`src/rtl/fwd_hazard_sb.sv`:
```
// fwd_hazard_sb: EX-stage operand forwarding, load-use and long-op scoreboard hazards,
// and a saturating stall-cycle counter for the 5-stage MIPS pipeline.
module fwd_hazard_sb #(
  parameter int REG_W    = 5,
  parameter int NUM_SRC  = 2,
  parameter int LONG_LAT = 4,
  parameter int CNT_W    = 16
) (
  input  logic                     clk_i,
  input  logic                     rst_i,
  input  logic [NUM_SRC*REG_W-1:0] id_rs_i,
  input  logic [REG_W-1:0]         id_rd_i,
  input  logic                     id_wr_i,
  input  logic                     id_long_i,
  input  logic [NUM_SRC*REG_W-1:0] ex_src_i,
  input  logic                     ex_memrd_i,
  input  logic [REG_W-1:0]         ex_rd_i,
  input  logic [REG_W-1:0]         exm_rd_i,
  input  logic                     exm_wr_i,
  input  logic [REG_W-1:0]         wb_rd_i,
  input  logic                     wb_wr_i,
  output logic [2*NUM_SRC-1:0]     fwd_sel_o,
  output logic                     stall_o,
  output logic                     long_busy_o,
  output logic                     long_done_o,
  output logic [REG_W-1:0]         long_rd_o,
  output logic [CNT_W-1:0]         stall_cnt_o
);
  localparam int LW = $clog2(LONG_LAT + 1);

  logic             pending, lwb_valid, done, load_use, raw, waw, structural, issue;
  logic [LW-1:0]    cnt;
  logic [REG_W-1:0] long_rd, lwb_rd;
  logic [CNT_W-1:0] stall_cnt;

  assign done = pending && cnt == LW'(1);

  always_comb begin
    load_use = 1'b0;
    raw      = 1'b0;
    for (int k = 0; k < NUM_SRC; k++) begin
      load_use |= ex_memrd_i && ex_rd_i != '0 && id_rs_i[k*REG_W +: REG_W] == ex_rd_i;
      raw      |= pending && !done && long_rd != '0 && id_rs_i[k*REG_W +: REG_W] == long_rd;
    end
  end

  // The done cycle releases all long-op stalls so a consumer or a new long op can advance.
  assign waw        = pending && !done && id_wr_i && id_rd_i != '0 && id_rd_i == long_rd;
  assign structural = id_long_i && pending && !done;
  assign stall_o    = load_use || raw || waw || structural;
  assign issue      = id_long_i && !stall_o;

  for (genvar k = 0; k < NUM_SRC; k++) begin : g_fwd
    logic [REG_W-1:0] s;
    assign s = ex_src_i[k*REG_W +: REG_W];
    assign fwd_sel_o[2*k +: 2] = s == '0                        ? 2'b00 :
                                 exm_wr_i && exm_rd_i == s      ? 2'b01 :
                                 wb_wr_i && wb_rd_i == s        ? 2'b10 :
                                 lwb_valid && lwb_rd == s       ? 2'b11 : 2'b00;
  end

  always_ff @(posedge clk_i or posedge rst_i) begin
    if (rst_i) begin
      pending   <= 1'b0;
      cnt       <= '0;
      long_rd   <= '0;
      lwb_valid <= 1'b0;
      lwb_rd    <= '0;
      stall_cnt <= '0;
    end else begin
      pending   <= issue || (pending && !done);
      cnt       <= issue ? LW'(LONG_LAT) : pending ? cnt - LW'(1) : cnt;
      long_rd   <= issue ? (id_wr_i ? id_rd_i : '0) : long_rd;
      lwb_valid <= done && long_rd != '0;
      lwb_rd    <= done ? long_rd : lwb_rd;
      stall_cnt <= stall_o && stall_cnt != '1 ? stall_cnt + 1'b1 : stall_cnt;
    end
  end

  assign long_busy_o = pending;
  assign long_done_o = done;
  assign long_rd_o   = long_rd;
  assign stall_cnt_o = stall_cnt;
endmodule

```
`config.mk`:
```
export PLATFORM = sky130hd
export DESIGN_NAME = fwd_hazard_sb
export DESIGN_NICKNAME = d
export VERILOG_FILES = /design/src/rtl/fwd_hazard_sb.sv
export SDC_FILE = /design/constraint.sdc
export NUM_CORES = 1
export LEC_CHECK = 0
export CORE_ASPECT_RATIO = 0.7
export CORE_UTILIZATION = 40
export CTS_BUF_LIST = sky130_fd_sc_hd__clkbuf_2 sky130_fd_sc_hd__clkbuf_4 sky130_fd_sc_hd__clkbuf_8
export CTS_CLUSTER_DIAMETER = 80
export DETAILED_ROUTE_END_ITERATION = 8
export PLACE_DENSITY = 0.72
export SLEW_MARGIN = 20
export SYNTH_ARGS = -nofsm -noshare
export SYNTH_HDL_FRONTEND = slang
export SYNTH_SLANG_ARGS = --single-unit
```
`constraint.sdc`:
```
create_clock -name clk_i -period 2.12 [get_ports clk_i]
set_clock_uncertainty 0.05 [all_clocks]
set_input_delay 0.318 -clock clk_i [delete_from_list [all_inputs] [get_ports clk_i]]
set_output_delay 0.318 -clock clk_i [all_outputs]
set_load 0.05 [all_outputs]
```
==> flow_summary.json <==
{
  "status": "finished with violations",
  "failing_checks": "negative setup slack",
  "layout_setup_ws_ns": -0.0688,
  "netlist_top_cells_count": "sky130_fd_sc_hd__xor2_1, sky130_fd_sc_hd__dfrtp_1, sky130_fd_sc_hd__nand2_1",
  "post_synthesis_compound_gate_area_fraction": 0.0636,
  "cp-startpoint": "id_rs_i[7]",
  "tightest_slew_ns": 0.507,
  "drc_errors": 0,
  "area.growth.synth_to_final_pct": 66.3,
  "grt_pass1_wl_um": 10100,
  "final_nets": 397,
  "placed_cell_area_um2": 3280,
  "vdd_drop_max_mv": 1.02,
  "number_of_enable_type_register_cells_in_the_synthesized_netlist": 0,
  "r2r.worst_path.cells": 9,
  "synth.mux.area_fraction": 0.0276,
  "first_pass_iters": 4,
  "netlist.area_leader.share": 0.349,
  "gp_congestion": 0.943,
  "critical_path_peak_fanout": 2,
  "placedCellCount": 397,
  "crit_required_ns": 1.75,
  "yosys.area_share.simple": 0.223,
  "grt_setup_unrepaired": "yes",
  "synth_top_area_cell": "sky130_fd_sc_hd__dfrtp_1",
  "cts.path.max_buffers": 2,
  "yosys.area_share.xor_xnor": 0.279,
  "synth_cells": 230,
  "r2r_end": "stall_cnt_o[11]",
  "critPathKind": "input pin to output port",
  "crit_path_end": "stall_o",
  "ys_ff_latch": 31,
  "place.detailed.hpwl_um": 4410,
  "die-width_um": 91.1,
  "timing.hold.worst_path_depth": 3,
  "first_global_vias": 2121,
  "dominant_combinational_cell_family_by_area_after_synthesis": "XOR/XNOR gates",
  "core_area_um2": 5290,
  "antenna_cells_inserted": 0,
  "grt_remaining_overflow": 0,
  "hold_viol": 0,
  "cts_sinks": 31,
  "ioPinCount": 75,
  "floorplan.initialDensity": 0.420,
  "cts_max_level": 2,
  "routed_wl_um": 6130,
  "drt.antenna.violating_nets": 0,
  "drive_gt1_frac": 0.319,
  "cts_tree": "yes",
  "relSlewSlack": 0.661,
  "cts_hold_buffers": 0,
  "cts.clk_slew.worst_paths_ns": 0.07,
  "postLayoutCellArea_um2": 3700,
  "yosys_warnings": 0,
  "worst_skew_pair.late_latency_ns": 0.28,
  "arrival_ns": 1.82,
  "postSynth.topFlopCell": "sky130_fd_sc_hd__dfrtp_1",
  "setup.worst_path.end_class": "output port",
  "detail_route.wl_per_cell_um": 14.6,
  "cts_root_buf": "sky130_fd_sc_hd__clkbuf_8",
  "seq_total_area_yosys": 0.349,
  "synth_fp_nets": 280,
  "synthesis.area_per_instance_um2": 9.66,
  "synthAdderAreaFrac": 0.0169,
  "yosysUniqueCellTypes": 42,
  "numCtsBuffers": 5,
  "dr.first_iter.drc_count": 63,
  "detail_route.vias_per_cell": 4.85,
  "synth_top_cells_by_area": "sky130_fd_sc_hd__dfrtp_1, sky130_fd_sc_hd__xor2_1, sky130_fd_sc_hd__xnor2_1, sky130_fd_sc_hd__nand2_1, sky130_fd_sc_hd__nor2_1",
  "yosys.cell_count.top_type": "sky130_fd_sc_hd__xor2_1",
  "fin_crit_sh": 1.03,
  "io_buffers": 74,
  "finalSetupViolations": 7,
  "dieArea_um2": 5860,
  "reg_to_reg_start": "long_rd_o[2]",
  "fmax_mhz": 457,
  "timing.hold.worst.class": "input pin to register",
  "startpoint_type": "input pin",
  "asyncSetResetFlopFracSynth": 1.00,
  "std_cell_rows": 22,
  "max_cap_viol_count": 0,
  "leakage_nw": 1.70,
  "power_per_cell_area_nw_per_um2": 1050,
  "layoutNonFillerInstCount": 420,
  "min_tclk_post_route_ns": 2.19,
  "drv_slew": 0,
  "synth_area_um2": 2220,
  "via_count": 2037,
  "totalPowerFinal_w": 0.00389,
  "grt_use_total": 0.219,
  "flop2flop_setup_slack_ns": -0.01,
  "antenna_found_initial": 0,
  "die_h_um": 64.4,
  "maximum_number_of_pins_on_one_net_before_global_route_repair": 32
}
-- flip-flops by register name (all words and copies together) (netlist names) --
register	cells
cnt	3
long_busy_o	1
long_rd_o	5
lwb_rd	5
lwb_valid	1
stall_cnt_o	16
-- metal layers --
metal  global-route usage  vias to the layer above  part of all wire
li1                     -                     1020                 -
met1                0.307                      957              0.50
met2                0.347                       53              0.45
met3               0.0429                        7             0.043
met4               0.0536                        0             0.010
met5                    0                        -                 0
-- placed cells by master (no fill, tap or decap), types with 7 or more instances in the layout --
cell                               n
sky130_fd_sc_hd__nand2_1          16
sky130_fd_sc_hd__xor2_1           48
sky130_fd_sc_hd__inv_1            11
sky130_fd_sc_hd__dfrtp_2          10
sky130_fd_sc_hd__dlygate4sd2_1    23
sky130_fd_sc_hd__clkdlybuf4s50_1  40
sky130_fd_sc_hd__buf_4            32
sky130_fd_sc_hd__and3_1            7
sky130_fd_sc_hd__xnor2_1          16
sky130_fd_sc_hd__nor2_1            9
sky130_fd_sc_hd__dfrtp_1          21
-- worst min path at each step --
stage | from | end
after floorplan | rst_i | cnt[0]
after global placement | stall_cnt_o[9] | stall_cnt_o[9]
after detailed placement | stall_cnt_o[7] | stall_cnt_o[7]
after CTS | rst_i | stall_cnt_o[11]
after global routing | id_rd_i[3] | long_rd_o[3]
final | id_rd_i[3] | long_rd_o[3]
-- power by group --
group          switching (W)  internal (W)
registers           0.000248      0.000798
clock network       0.000222      0.000380
logic                0.00121       0.00104
-- critical path: stages --
cell and delay [ns]:
sky130_fd_sc_hd__clkdlybuf4s50_1 0.47, sky130_fd_sc_hd__xor2_1 0.17, sky130_fd_sc_hd__nor3_2 0.19, sky130_fd_sc_hd__a22oi_2 0.08
sky130_fd_sc_hd__o32ai_2 0.29, sky130_fd_sc_hd__nor2_2 0.08, sky130_fd_sc_hd__inv_2 0.08, sky130_fd_sc_hd__buf_8 0.14
-- cell families after synthesis --
kind of cell	after synthesis
simple gates	86
xor+xnor	69
mux	6
fa+ha+maj	3
compound gates	19
buf+inv	16
flops	31
-- through the flow --
step	setup TNS (ns)	util	hold slack, ns	worst slack (ns)
2_1_floorplan	0	-	0.371	0.000799
3_3_place_gp	-6.86	0.621	0.422	-0.326
3_5_place_dp	-7.33	0.621	0.431	-0.343
4_1_cts	-0.544	0.659	0.408	-0.141
5_1_grt	-2.24	0.699	0.323	-0.195
6_report	-0.314	0.699	0.315	-0.0688
-- what timing repair did --
item                                    CTS  global route
pin swaps                                24            32
endpoints found under the setup margin   12            28
buffers inserted                         10             4
endpoints found under the hold margin     0             0
cloned                                    1             0
gates resized for setup                  32            41
-- cell type report --
cell class | instances | area, um^2
clock inverter | 2 | 35.0
tap | 72 | 90.1
clock buffer | 6 | 82.6
inverter | 12 | 45.0
multi-input combinational | 184 | 1540
fill | 404 | 1590
sequential | 31 | 788
timing repair buffer | 113 | 1110
Note: power is estimated with default switching activity, not from simulation.
